$ cat config.mk
export PLATFORM = sky130hd
export DESIGN_NAME = csr_unit
export DESIGN_NICKNAME = d
export VERILOG_FILES = /design/src/rtl/csr_unit.sv
export SDC_FILE = /design/constraint.sdc
export NUM_CORES = 1
export LEC_CHECK = 0
export ABC_AREA = 1
export BUFFER_PORTS_ARGS = -buffer_cell sky130_fd_sc_hd__buf_2
export CAP_MARGIN = 20
export CELL_PAD_IN_SITES_DETAIL_PLACEMENT = 1
export CELL_PAD_IN_SITES_GLOBAL_PLACEMENT = 1
export CORE_MARGIN = 5
export CORE_UTILIZATION = 40
export CTS_CLUSTER_SIZE = 28
export DETAILED_ROUTE_END_ITERATION = 8
export PLACE_DENSITY = 0.78
export SYNTH_ARGS = -nofsm -noshare
export SYNTH_HDL_FRONTEND = slang
export SYNTH_SLANG_ARGS = --single-unit
$ cat constraint.sdc
create_clock -name clk -period 4.3 [get_ports clk]
set_clock_uncertainty 0.15 [all_clocks]
set_input_delay 0.215 -clock clk [delete_from_list [all_inputs] [get_ports clk]]
set_output_delay 0.215 -clock clk [all_outputs]
set_load 0.03 [all_outputs]
$ cat src/rtl/csr_unit.sv
// Control/status register unit: scratch registers plus cycle/instret counters, read-old-value semantics.
// Latency 1 cycle (rdata/rvalid/illegal registered); accepts one access per cycle, no backpressure.
module csr_unit #(
  parameter int XLEN        = 32,
  parameter int NUM_SCRATCH = 4,
  parameter int CNT_WIDTH   = 64,
  parameter int HAS_INSTRET = 1
) (
  input  logic            clk,
  input  logic            rst,
  input  logic            csr_en,
  input  logic [1:0]      csr_op,
  input  logic [11:0]     csr_addr,
  input  logic [XLEN-1:0] csr_wdata,
  input  logic            instr_retire,
  output logic [XLEN-1:0] csr_rdata,
  output logic            csr_rvalid,
  output logic            csr_illegal
);

  localparam int PW = 2 * XLEN;
  localparam bit HAS_HI = (CNT_WIDTH > XLEN);
  localparam bit HAS_IR = (HAS_INSTRET != 0);
  localparam logic [11:0] SCR_BASE = 12'h340;

  typedef enum logic [1:0] {OP_NONE, OP_RW, OP_SET, OP_CLR} csr_op_e;

  logic [XLEN-1:0]      scratch [NUM_SCRATCH];
  logic [CNT_WIDTH-1:0] mcycle, minstret, mcycle_nxt, minstret_nxt;
  logic [PW-1:0]        mcycle_pad, minstret_pad;

  logic                   hit, ro, wr_req, illegal, do_write;
  logic [XLEN-1:0]        old_val, new_val;
  logic [NUM_SCRATCH-1:0] scr_sel;
  logic                   sel_mc_lo, sel_mc_hi, sel_mi_lo, sel_mi_hi;

  // Counters are viewed zero-extended to two words so both halves slice uniformly.
  assign mcycle_pad   = PW'(mcycle);
  assign minstret_pad = PW'(minstret);

  always_comb begin
    hit       = 1'b0;
    ro        = 1'b0;
    old_val   = '0;
    scr_sel   = '0;
    sel_mc_lo = 1'b0;
    sel_mc_hi = 1'b0;
    sel_mi_lo = 1'b0;
    sel_mi_hi = 1'b0;
    for (int i = 0; i < NUM_SCRATCH; i++) begin
      if (csr_addr == SCR_BASE + 12'(i)) begin
        hit        = 1'b1;
        scr_sel[i] = 1'b1;
        old_val    = scratch[i];
      end
    end
    case (csr_addr)
      12'hB00: begin hit = 1'b1; sel_mc_lo = 1'b1; old_val = mcycle_pad[XLEN-1:0]; end
      12'hC00: begin hit = 1'b1; ro = 1'b1;        old_val = mcycle_pad[XLEN-1:0]; end
      12'hB80: if (HAS_HI) begin hit = 1'b1; sel_mc_hi = 1'b1; old_val = mcycle_pad[PW-1:XLEN]; end
      12'hC80: if (HAS_HI) begin hit = 1'b1; ro = 1'b1;        old_val = mcycle_pad[PW-1:XLEN]; end
      12'hB02: if (HAS_IR) begin hit = 1'b1; sel_mi_lo = 1'b1; old_val = minstret_pad[XLEN-1:0]; end
      12'hC02: if (HAS_IR) begin hit = 1'b1; ro = 1'b1;        old_val = minstret_pad[XLEN-1:0]; end
      12'hB82: if (HAS_IR && HAS_HI) begin hit = 1'b1; sel_mi_hi = 1'b1; old_val = minstret_pad[PW-1:XLEN]; end
      12'hC82: if (HAS_IR && HAS_HI) begin hit = 1'b1; ro = 1'b1;        old_val = minstret_pad[PW-1:XLEN]; end
      default: ;
    endcase
  end

  // SET/CLR with a zero mask is a pure read, which keeps read-only CSRs readable via csrrs x0.
  assign wr_req   = (csr_op == OP_RW) ||
                    (((csr_op == OP_SET) || (csr_op == OP_CLR)) && (csr_wdata != '0));
  assign illegal  = !hit || (ro && wr_req);
  assign do_write = csr_en && !illegal && wr_req;

  always_comb begin
    new_val = old_val;
    case (csr_op)
      OP_RW:   new_val = csr_wdata;
      OP_SET:  new_val = old_val | csr_wdata;
      OP_CLR:  new_val = old_val & ~csr_wdata;
      default: new_val = old_val;
    endcase
  end

  // A written half replaces the increment; the other half keeps its start-of-cycle value.
  always_comb begin
    mcycle_nxt = mcycle + CNT_WIDTH'(1);
    if (do_write && sel_mc_lo)
      mcycle_nxt = CNT_WIDTH'({mcycle_pad[PW-1:XLEN], new_val});
    else if (do_write && sel_mc_hi)
      mcycle_nxt = CNT_WIDTH'({new_val, mcycle_pad[XLEN-1:0]});

    minstret_nxt = minstret + CNT_WIDTH'(instr_retire);
    if (do_write && sel_mi_lo)
      minstret_nxt = CNT_WIDTH'({minstret_pad[PW-1:XLEN], new_val});
    else if (do_write && sel_mi_hi)
      minstret_nxt = CNT_WIDTH'({new_val, minstret_pad[XLEN-1:0]});
    if (!HAS_IR)
      minstret_nxt = '0;
  end

  always_ff @(posedge clk) begin
    if (rst) begin
      mcycle      <= '0;
      minstret    <= '0;
      for (int i = 0; i < NUM_SCRATCH; i++) scratch[i] <= '0;
      csr_rdata   <= '0;
      csr_rvalid  <= 1'b0;
      csr_illegal <= 1'b0;
    end else begin
      mcycle   <= mcycle_nxt;
      minstret <= minstret_nxt;
      for (int i = 0; i < NUM_SCRATCH; i++) begin
        if (do_write && scr_sel[i]) scratch[i] <= new_val;
      end
      csr_rvalid  <= csr_en;
      csr_illegal <= csr_en && illegal;
      if (csr_en) csr_rdata <= illegal ? '0 : old_val;
    end
  end

endmodule

# After elaboration in Yosys (flattened, before gate mapping)

Memories as Yosys holds them, arrays and structs flattened.
Cells that the tools add are included.

Bits in registers: 162
Memory bits (writable): 128
Input port bits: 50
Output and inout bits: 34
Word-level logic and storage cells: 101
Memories kept: 1

Memories:

| memory  | depth | width | read ports | clocked after memory_dff | write ports | line | text |
|---|---|---|---|---|---|---|---|
| scratch | 4     | 32    | 4          | 0                        | 4           | 28   | `logic [XLEN-1:0] scratch [NUM_SCRATCH];` |

Add/subtract/negate cells: 2
Equal/unequal tests: 17
Muxes and demuxes: 42
Bitwise operators: 7
Reductions and logical operators: 25

Operators with widths:

| operator              | count |
|---|---|
| $mux 32               | 11 |
| $mux 64               | 2 |
| $pmux 32 s4           | 1 |
| $eq 12x12->1 const B  | 8 |
| $pmux 32 s3           | 1 |
| $add 64x1->64         | 1 |
| $add 64x1->64 const B | 1 |
| $eq 12x10->1 const B  | 4 |
| $and 32x32->32        | 1 |
| $not 32->32           | 1 |
| $or 32x32->32         | 1 |
| $reduce_bool 32->1    | 1 |
| $mux 1                | 27 |
| $logic_and 1x1->1     | 13 |
| $reduce_or 2->1       | 4 |
| $reduce_or 8->1       | 1 |
| $eq 2x2->1 const B    | 2 |
| $ne 2x2->1 const B    | 2 |
| $or 1x1->1            | 4 |
| $reduce_or 4->1       | 1 |
| $logic_or 1x1->1      | 3 |
| $eq 2x1->1 const B    | 1 |
| $logic_not 1->1       | 2 |

# Longest topological paths before layout

Gate-level depths: netlist of run 1.

Depth after elaboration: 16
Gate-level depth with buffers: 17
Mapped depth without buffers: 17

# Least setup slack after synthesis of run 1

OpenSTA, ideal clock, no wires.

Path type: input-to-reg
From: input csr_addr[2]
To: memory scratch[0][0], enable pin
Library setup time: 0.470 ns
Arrival: 3.571 ns
Data required time: 3.680 ns
Slack: 0.109 ns
Cell stages on the path: 10
Buffers on the path: 1
Cell sequence: inv_1 nand2_1 nor2_1 buf_4 nand3_4 o21ai_2 inv_2 nand2_4 nand3_4 o31ai_1

RTL lines:

| item        | line | text |
|---|---|---|
| from (decl) | 13   | `input logic [11:0] csr_addr,` |
| to (decl)   | 28   |  |

==> results.sh, run 1 <==
export IMPL_cts_buffers_inserted=37
export IMPL_timing_critical_path_to_type="flop"
export IMPL_maxCapViolations=0
export IMPL_timing_reg2reg_setup_slack_ns=0.91
export IMPL_routedWlPerCell_um=27.2
export IMPL_synth_compound_gate_area_share_pct=7.47
export IMPL_grt_pass1_vias=21200
export IMPL_asyncSetResetFlopFracSynth_pct=0
export IMPL_ys_dominant_reg_cell="dfxtp_1"
export IMPL_detailedRoute_firstIterationViolations=2592
export IMPL_clock_tree_root_cell="clkbuf_16"
export IMPL_first_pass_grt_wire_length_um=142000
export IMPL_filler_instances=6189
export IMPL_design_final_nets=3071
export IMPL_multi_input_gate_area_in_the_final_layout_um2=9910
export IMPL_detailroute_via_count=21400
export IMPL_route_detailed_drc=0
export IMPL_static_leakage_power_nw=9.34
export IMPL_unrepaired_setup_endpoints_after_global_routing="false"
export IMPL_placeableCoreArea_um2=46600
export IMPL_yosys_register_bits=290
export IMPL_synth_common_cells="1015 x nand2_1, 379 x nor2_1, 325 x inv_1"
export IMPL_drt_pass1_iterations=5
export IMPL_chipWidth_um=227
export IMPL_num_rows=79
export IMPL_hpwl_after_detailed_placement_um=76100
export IMPL_seqCellArea_um2=7090
export IMPL_worst_r2r_startpoint="mcycle[0]$_SDFFE_PP0P_"
export IMPL_post_synth_fa_ha_maj_area_fraction_pct=0.200
export IMPL_synth_top_cell_area_share_pct=20.4
export IMPL_synth_top_family_by_area="simple AND/OR/NAND/NOR gates"
export IMPL_postRouteWirelength_um=99400
export IMPL_power_net_switching_mw=1.74
export IMPL_synth_edff_count=128
export IMPL_synth_area_mux_share_pct=0
export IMPL_max_clock_path_buffers=3
export IMPL_fp_dieArea_um2=51400
export IMPL_slew_viol_final=0
export IMPL_worstReg2RegEnd="mcycle[56]$_SDFFE_PP0N_"
export IMPL_drive_gt1_share_pct=9.52
export IMPL_hold_path_startpoint="csr_wdata[7]"
export IMPL_cell_internal_pwr_mw=4.95
export IMPL_required_ns=4.58
export IMPL_synthXorXnorAreaFrac_pct=4.05
export IMPL_fp_dieH_um=227
export IMPL_worstSkewPairLatency_ns=0.59
export IMPL_critPathKind="in2reg"
export IMPL_num_io_pins=84
export IMPL_postSynthAreaPerCell_um2=6.41
export IMPL_beginning_of_the_critical_path="csr_addr[0]"
export IMPL_synth_largest_area_cell="edfxtp_1"
export IMPL_grt_usage_pct=37.7
export IMPL_finalCoreUtilization_pct=45.9
export IMPL_power_sequential_fraction_pct=44.4
export IMPL_clock_tree_from_tritoncts="built"
export IMPL_post_synth_main_area_contributors="edfxtp_1 20%, nand2_1 20%, dfxtp_1 17%"
export IMPL_comb_power_share_pct=6.3
export IMPL_antenna_violating_nets_post_route=0
export IMPL_most_instantiated_library_cell_after_synthesis="nand2_1"
export IMPL_clkPwrFrac_pct=49.4
export IMPL_synth_cells=2932
export IMPL_area_growth_synth_to_final_pct=13.7
export IMPL_max_vdd_ir_drop_mv=0.316
export IMPL_worst_slew_pin_slew_ns=1.19
export IMPL_synth_seq_area_share_pct=37.7
export IMPL_clock_tree_htree_level_count=2
export IMPL_timing_final_crit_share_pct=82.2
export IMPL_net_count_after_synthesis=2985
export IMPL_setup_worst_path_end="scratch[1][27]$_SDFFCE_PN0P_"
export IMPL_tritoncts_num_sinks=290
export IMPL_yosys_cell_types_count=44
export IMPL_startpoint_type="input port"
export IMPL_finish_cell_count_without_fillers=3657
export IMPL_worst_hold_check_path_type="in2reg"
export IMPL_antenna_found_initial=6
export IMPL_remaining_max_slew_budget_at_the_tightest_pin_pct=20.9
export IMPL_portBuffers=83
export IMPL_maximum_number_of_pins_on_one_net_before_global_route_repair=62
export IMPL_synthSimpleGateAreaFrac_pct=40.9
export IMPL_cts_reportedPaths_clkPinSlew_ns=0.07
export IMPL_yosys_warnings=0
export IMPL_finalSetupViolCount=0
export IMPL_postCtsResizedCells=0
export IMPL_fin_crit_ns=3.54
export IMPL_synth_cell_area_um2=18800
export IMPL_timing_critical_path_arrival_ns=3.82
export IMPL_critical_path_peak_fanout=21
export IMPL_hold_viol_final=0
export IMPL_gr_total_overflow=0
export IMPL_tns_ns=0
export IMPL_worst_r2r_cell_count=13
export IMPL_initial_utilization_pct=40.4
export IMPL_via_density_per_instance=5.84
export IMPL_cts_setup_buffers=0
export IMPL_cell_total_after_placement=3578
export IMPL_power_density_cell_area_nw_per_um2=313
export IMPL_replace_congestion=1.02
export IMPL_result_of_the_run="finished clean"
export IMPL_power_share_switching_pct=26.0
export IMPL_timing_fmax_mhz=283
## power groups by stage
stage                     clock [mW]  sequential [mW]  combinational [mW]
final                           3.30             2.97               0.420
after global routing            3.44             2.97               0.431
after floorplan                    0             3.02               0.172
after CTS                       3.32             2.97               0.403
after global placement             0             3.02               0.384
after detailed placement           0             3.02               0.393
## area by class of cell
cell class,instances,share of cell area (%)
multi-input cells,2184,46.4
clock inverters,17,0.890
inverters,341,5.99
repair buffers,164,5.06
well taps,607,3.55
diodes,3,0.0351
flip-flops and latches,290,33.1
clock buffers,51,4.97
## placed cells by master, fill, tap and decap left out, types with 3 or more instances in the layout
cell,count
nand3_1,220
diode_2,3
bufinv_16,3
ha_1,3
xnor2_1,18
nand2_2,6
nor4_1,9
dfxtp_1,162
o21ai_1,15
o22ai_1,6
or2_2,20
inv_2,14
edfxtp_1,128
xor2_1,69
nor2_1,379
nand4_4,3
inv_1,325
nor2_4,3
clkbuf_16,38
buf_12,3
a21oi_1,95
clkinv_1,3
clkbuf_8,6
o2111ai_1,8
o21ai_0,133
clkbuf_1,6
nand4_1,59
clkinv_2,9
dlygate4sd3_1,8
buf_4,70
nor2_2,17
a31oi_1,7
nand3b_1,7
nor3_1,75
buf_2,83
nand2_1,1015
## how the worst min path moves through the flow
stage                            endpoint  cells after the start  slack, ns
3_5_place_dp    csr_rdata[8]$_SDFFE_PP0P_                      2       0.31
2_1_floorplan     mcycle[40]$_SDFFE_PP0N_                      2       0.30
3_3_place_gp   csr_rdata[13]$_SDFFE_PP0P_                      2       0.30
6_report          mcycle[39]$_SDFFE_PP0N_                      5       0.03
4_1_cts           mcycle[39]$_SDFFE_PP0N_                      5       0.02
5_1_grt           mcycle[39]$_SDFFE_PP0N_                      5       0.06
## per-stage QoR
step / hold WS (ns) / area [um2] / total power [mW] / setup WS, ns
CTS: 0.0223 / 21400 / 6.68 / 0.883
finish: 0.0336 / 21400 / 6.69 / 0.763
floorplan: 0.305 / 18800 / 3.19 / 0.109
global placement: 0.303 / 20000 / 3.40 / 0.406
detailed placement: 0.310 / 20000 / 3.42 / 0.290
global route: 0.0638 / 21400 / 6.84 / 0.600
## per-layer routing
layer / GRT usage [%] / wire length [um] / vias up
met3: 8.80 / 10800 / 253
met5: 0 / 47 / -
met4: 17.9 / 5620 / 8
met1: 50.8 / 40300 / 10400
met2: 57.3 / 42600 / 1185
li1: - / - / 9497
## critical path: stages
cell and delay [ns]:
buf_2 0.24, inv_2 0.28, nand2_1 0.12, nor2_1 0.13
buf_4 0.21, nand3_1 0.13, nand2_2 0.37, inv_2 0.26
o21ai_0 0.62, nor2_1 0.09, nand2_1 0.18, nand2_1 0.07
nand2_1 0.47, inv_1 0.22, nor2_1 0.15
## sequential cells by signal, indices dropped and copies added (netlist names)
name / count
scratch: 128
csr_illegal: 1
minstret: 64
csr_rdata: 32
csr_rvalid: 1
mcycle: 64
## what timing repair did
item	4_1_cts	5_1_grt
hold buffers	8	0
setup endpoints to repair	0	0
hold endpoints to repair	8	0
## cell families (layout without fill, tap and decap cells)
kind of cell | count (synthesis) | count (layout)
xor+xnor | 87 | 87
flops | 290 | 290
other cells | 0 | 3
buf+inv | 458 | 573
compound gates | 269 | 269
fa+ha+maj | 3 | 3
simple gates | 1825 | 1825
Power figures use the tool's default switching activity.
==> run 2: changes to the inputs <==
--- a/config.mk
+++ b/config.mk
@@ -11,10 +11,10 @@
 export CELL_PAD_IN_SITES_DETAIL_PLACEMENT = 1
 export CELL_PAD_IN_SITES_GLOBAL_PLACEMENT = 1
 export CORE_MARGIN = 5
-export CORE_UTILIZATION = 40
+export CORE_UTILIZATION = 41
 export CTS_CLUSTER_SIZE = 28
 export DETAILED_ROUTE_END_ITERATION = 8
-export PLACE_DENSITY = 0.78
+export PLACE_DENSITY = 0.76
 export SYNTH_ARGS = -nofsm -noshare
 export SYNTH_HDL_FRONTEND = slang
 export SYNTH_SLANG_ARGS = --single-unit
==> constraint.sdc (replaced) <==
create_clock -name clk -period 3.5 [get_ports clk]
set_clock_uncertainty 0.15 [all_clocks]
set_input_delay 0.175 -clock clk [delete_from_list [all_inputs] [get_ports clk]]
set_output_delay 0.175 -clock clk [all_outputs]
set_load 0.03 [all_outputs]
==> run 2 against run 1 <==
Against the previous run: critical path depth shrank 2; combinational power grew 24%; sequential power grew 23%; utilization grew 1.5 points; sequential share of layout area shrank 0.25 points; largest power group unchanged; highest routed layer unchanged; hold slack gained 0.028 ns; first-iteration DRC count shrank 8.7%; routed wire length shrank 6.8%; cell count grew 0.16%.
==> results.sh, run 2 (same netlist as run 1, synthesis figures left out) <==
export IMPL_antenna_found_initial=3
export IMPL_timing_fmax_mhz=322
export IMPL_fin_crit_ns=3.11
export IMPL_detailedRoute_firstIterationViolations=2367
export IMPL_crit_buf_inv=1
export IMPL_drt_pass1_iterations=5
export IMPL_top_regs="scratch: 128 flops, mcycle: 64 flops, minstret: 64 flops"
export IMPL_crit_path_frequent_cell="nor2_1"
export IMPL_max_clock_path_buffers=3
export IMPL_remaining_max_slew_budget_at_the_tightest_pin_pct=31.6
export IMPL_first_pass_grt_wire_length_um=136000
export IMPL_unrepaired_setup_endpoints_after_global_routing="false"
export IMPL_worst_hold_check_path_type="in2reg"
export IMPL_timing_final_crit_share_pct=88.9
export IMPL_max_vdd_ir_drop_mv=0.329
export IMPL_num_io_pins=84
export IMPL_chipWidth_um=224
export IMPL_finalSetupViolCount=0
export IMPL_worstSkewPairLatency_ns=0.58
export IMPL_critPathKind="reg2reg"
export IMPL_grt_usage_pct=35.7
export IMPL_timing_hold_ws_ns=0.0614
export IMPL_critical_path_peak_fanout=8
export IMPL_maxCapViolations=0
export IMPL_maximum_number_of_pins_on_one_net_before_global_route_repair=69
export IMPL_area_growth_synth_to_final_pct=14.6
export IMPL_crit_chain="ha_1 -> nand2_1 -> nor2_1 -> buf_4 -> nand2_1 -> nor2_1 -> nand2_1 -> nor2_1 -> nand3_1 -> nor2_1 -> nand4_1 -> xor2_1 -> a21oi_1"
export IMPL_worst_slew_pin_slew_ns=1.02
export IMPL_cts_setup_buffers=0
export IMPL_cts_reportedPaths_clkPinSlew_ns=0.06
export IMPL_routedWlPerCell_um=25.3
export IMPL_slew_viol_final=0
export IMPL_power_sequential_fraction_pct=44.9
export IMPL_register_name_with_the_most_flops="scratch"
export IMPL_timing_critical_path_arrival_ns=3.45
export IMPL_comb_power_share_pct=6.4
export IMPL_static_leakage_power_nw=9.42
export IMPL_replace_congestion=1.02
export IMPL_clock_tree_root_cell="clkbuf_16"
export IMPL_power_net_switching_mw=2.10
export IMPL_portBuffers=83
export IMPL_num_rows=78
export IMPL_clock_tree_htree_level_count=2
export IMPL_cts_buffers_inserted=38
export IMPL_route_detailed_drc=0
export IMPL_largest_reg_flops=128
export IMPL_initial_utilization_pct=41.4
export IMPL_antenna_violating_nets_post_route=0
export IMPL_final_cell_mix="1015 x nand2_1, 378 x nor2_1, 325 x inv_1, 220 x nand3_1, 162 x dfxtp_1"
export IMPL_fp_dieH_um=224
export IMPL_startpoint_type="flop"
export IMPL_design_final_nets=3088
export IMPL_tritoncts_num_sinks=290
export IMPL_result_of_the_run="finished clean"
export IMPL_power_share_switching_pct=25.9
export IMPL_layout_commonest_cell="nand2_1"
export IMPL_diodes=0
export IMPL_max_stage_delay_ns=0.54
export IMPL_drive_gt1_share_pct=9.76
export IMPL_critical_path_top_delay_family="simple AND/OR/NAND/NOR gates"
export IMPL_timing_critical_path_to_type="flop"
export IMPL_via_density_per_instance=5.79
export IMPL_fp_dieArea_um2=50200
export IMPL_tns_ns=0
export IMPL_hpwl_after_detailed_placement_um=70200
export IMPL_grt_pass1_vias=21000
export IMPL_cell_internal_pwr_mw=6.01
export IMPL_power_density_cell_area_nw_per_um2=376
export IMPL_placeableCoreArea_um2=45400
export IMPL_clkPwrFrac_pct=48.7
export IMPL_required_ns=3.84
export IMPL_hold_viol_final=0
export IMPL_postRouteWirelength_um=92600
export IMPL_standard_cell_with_the_maximum_stage_delay_on_the_critical_path="dfxtp_1"
export IMPL_clock_tree_from_tritoncts="built"
export IMPL_detailroute_via_count=21200
export IMPL_gr_total_overflow=0
==> run 2: cell count changes in the layout (fill, tap and decap cells not counted), moves of 3 or more <==
cell	delta
diode_2	-3
clkinv_1	+5
buf_12	+5
buf_4	+9
clkinv_2	-4
==> run 2: worst reg2reg max path: cells and delay by family (launching register included) <==
kind,cells,cell delay (ns)
adders and majority gates,1,0.26
xor gates and xnor gates,1,0.20
DFF,1,0.54
buffers and inverters,1,0.16
AOI/OAI and AO/OA,1,0.13
and+or+nand+nor,9,1.61
==> run 2: cell type report <==
type	count	area, um2
tap	600	751
multi-input combinational	2184	9910
clock buffer	50	1060
fill	6061	23800
clock inverter	18	163
timing repair buffer	180	1290
inverter	341	1280
sequential	290	7090
==> run 2: path summary, 6_finish.rpt <==
check	startpoint	endpoint	slack, ns	cells past startpoint
min reg2reg	csr_rdata[13]$_SDFFE_PP0P_	csr_rdata[13]$_SDFFE_PP0P_	0.31	2
max	mcycle[0]$_SDFFE_PP0P_	mcycle[58]$_SDFFE_PP0N_	0.39	13
max reg2reg	mcycle[0]$_SDFFE_PP0P_	mcycle[58]$_SDFFE_PP0N_	0.39	13
min	csr_en	csr_rdata[14]$_SDFFE_PP0P_	0.06	4
==> run 2: power groups by stage <==
stage          combinational, mW  clock, mW  sequential (mW)
3_5_place_dp               0.489          0             3.71
3_3_place_gp               0.477          0             3.71
4_1_cts                    0.502       3.96             3.64
5_1_grt                    0.536       4.11             3.65
2_1_floorplan              0.212          0             3.71
6_report                   0.519       3.95             3.64
==> run 2: routing by layer <==
metal  vias up  routed length [um]  track usage (%)
li1       9535                   -                -
met2      1028               41200             56.4
met1     10400               38400             48.2
met5         -                  28                0
met3       196                8900             7.47
met4         4                4080             13.8
==> run 2: timing repair <==
| item | 4_1_cts | 5_1_grt |
|---|---|---|
| hold endpoints to repair | 13 | 0 |
| setup endpoints to repair | 0 | 1 |
| hold buffers | 10 | 0 |
| resized for setup | 0 | 1 |
==> run 2: metrics by stage <==
stage	util [%]	instances	area, um2	power, mW	setup slack, ns
floorplan	-	2932	18800	3.92	0.350
global placement	44.5	3583	20200	4.18	0.284
detailed placement	44.5	3584	20200	4.20	0.276
CTS	47.4	3662	21500	8.11	0.297
global route	47.5	3663	21500	8.29	0.152
finish	47.5	3663	21500	8.11	0.390
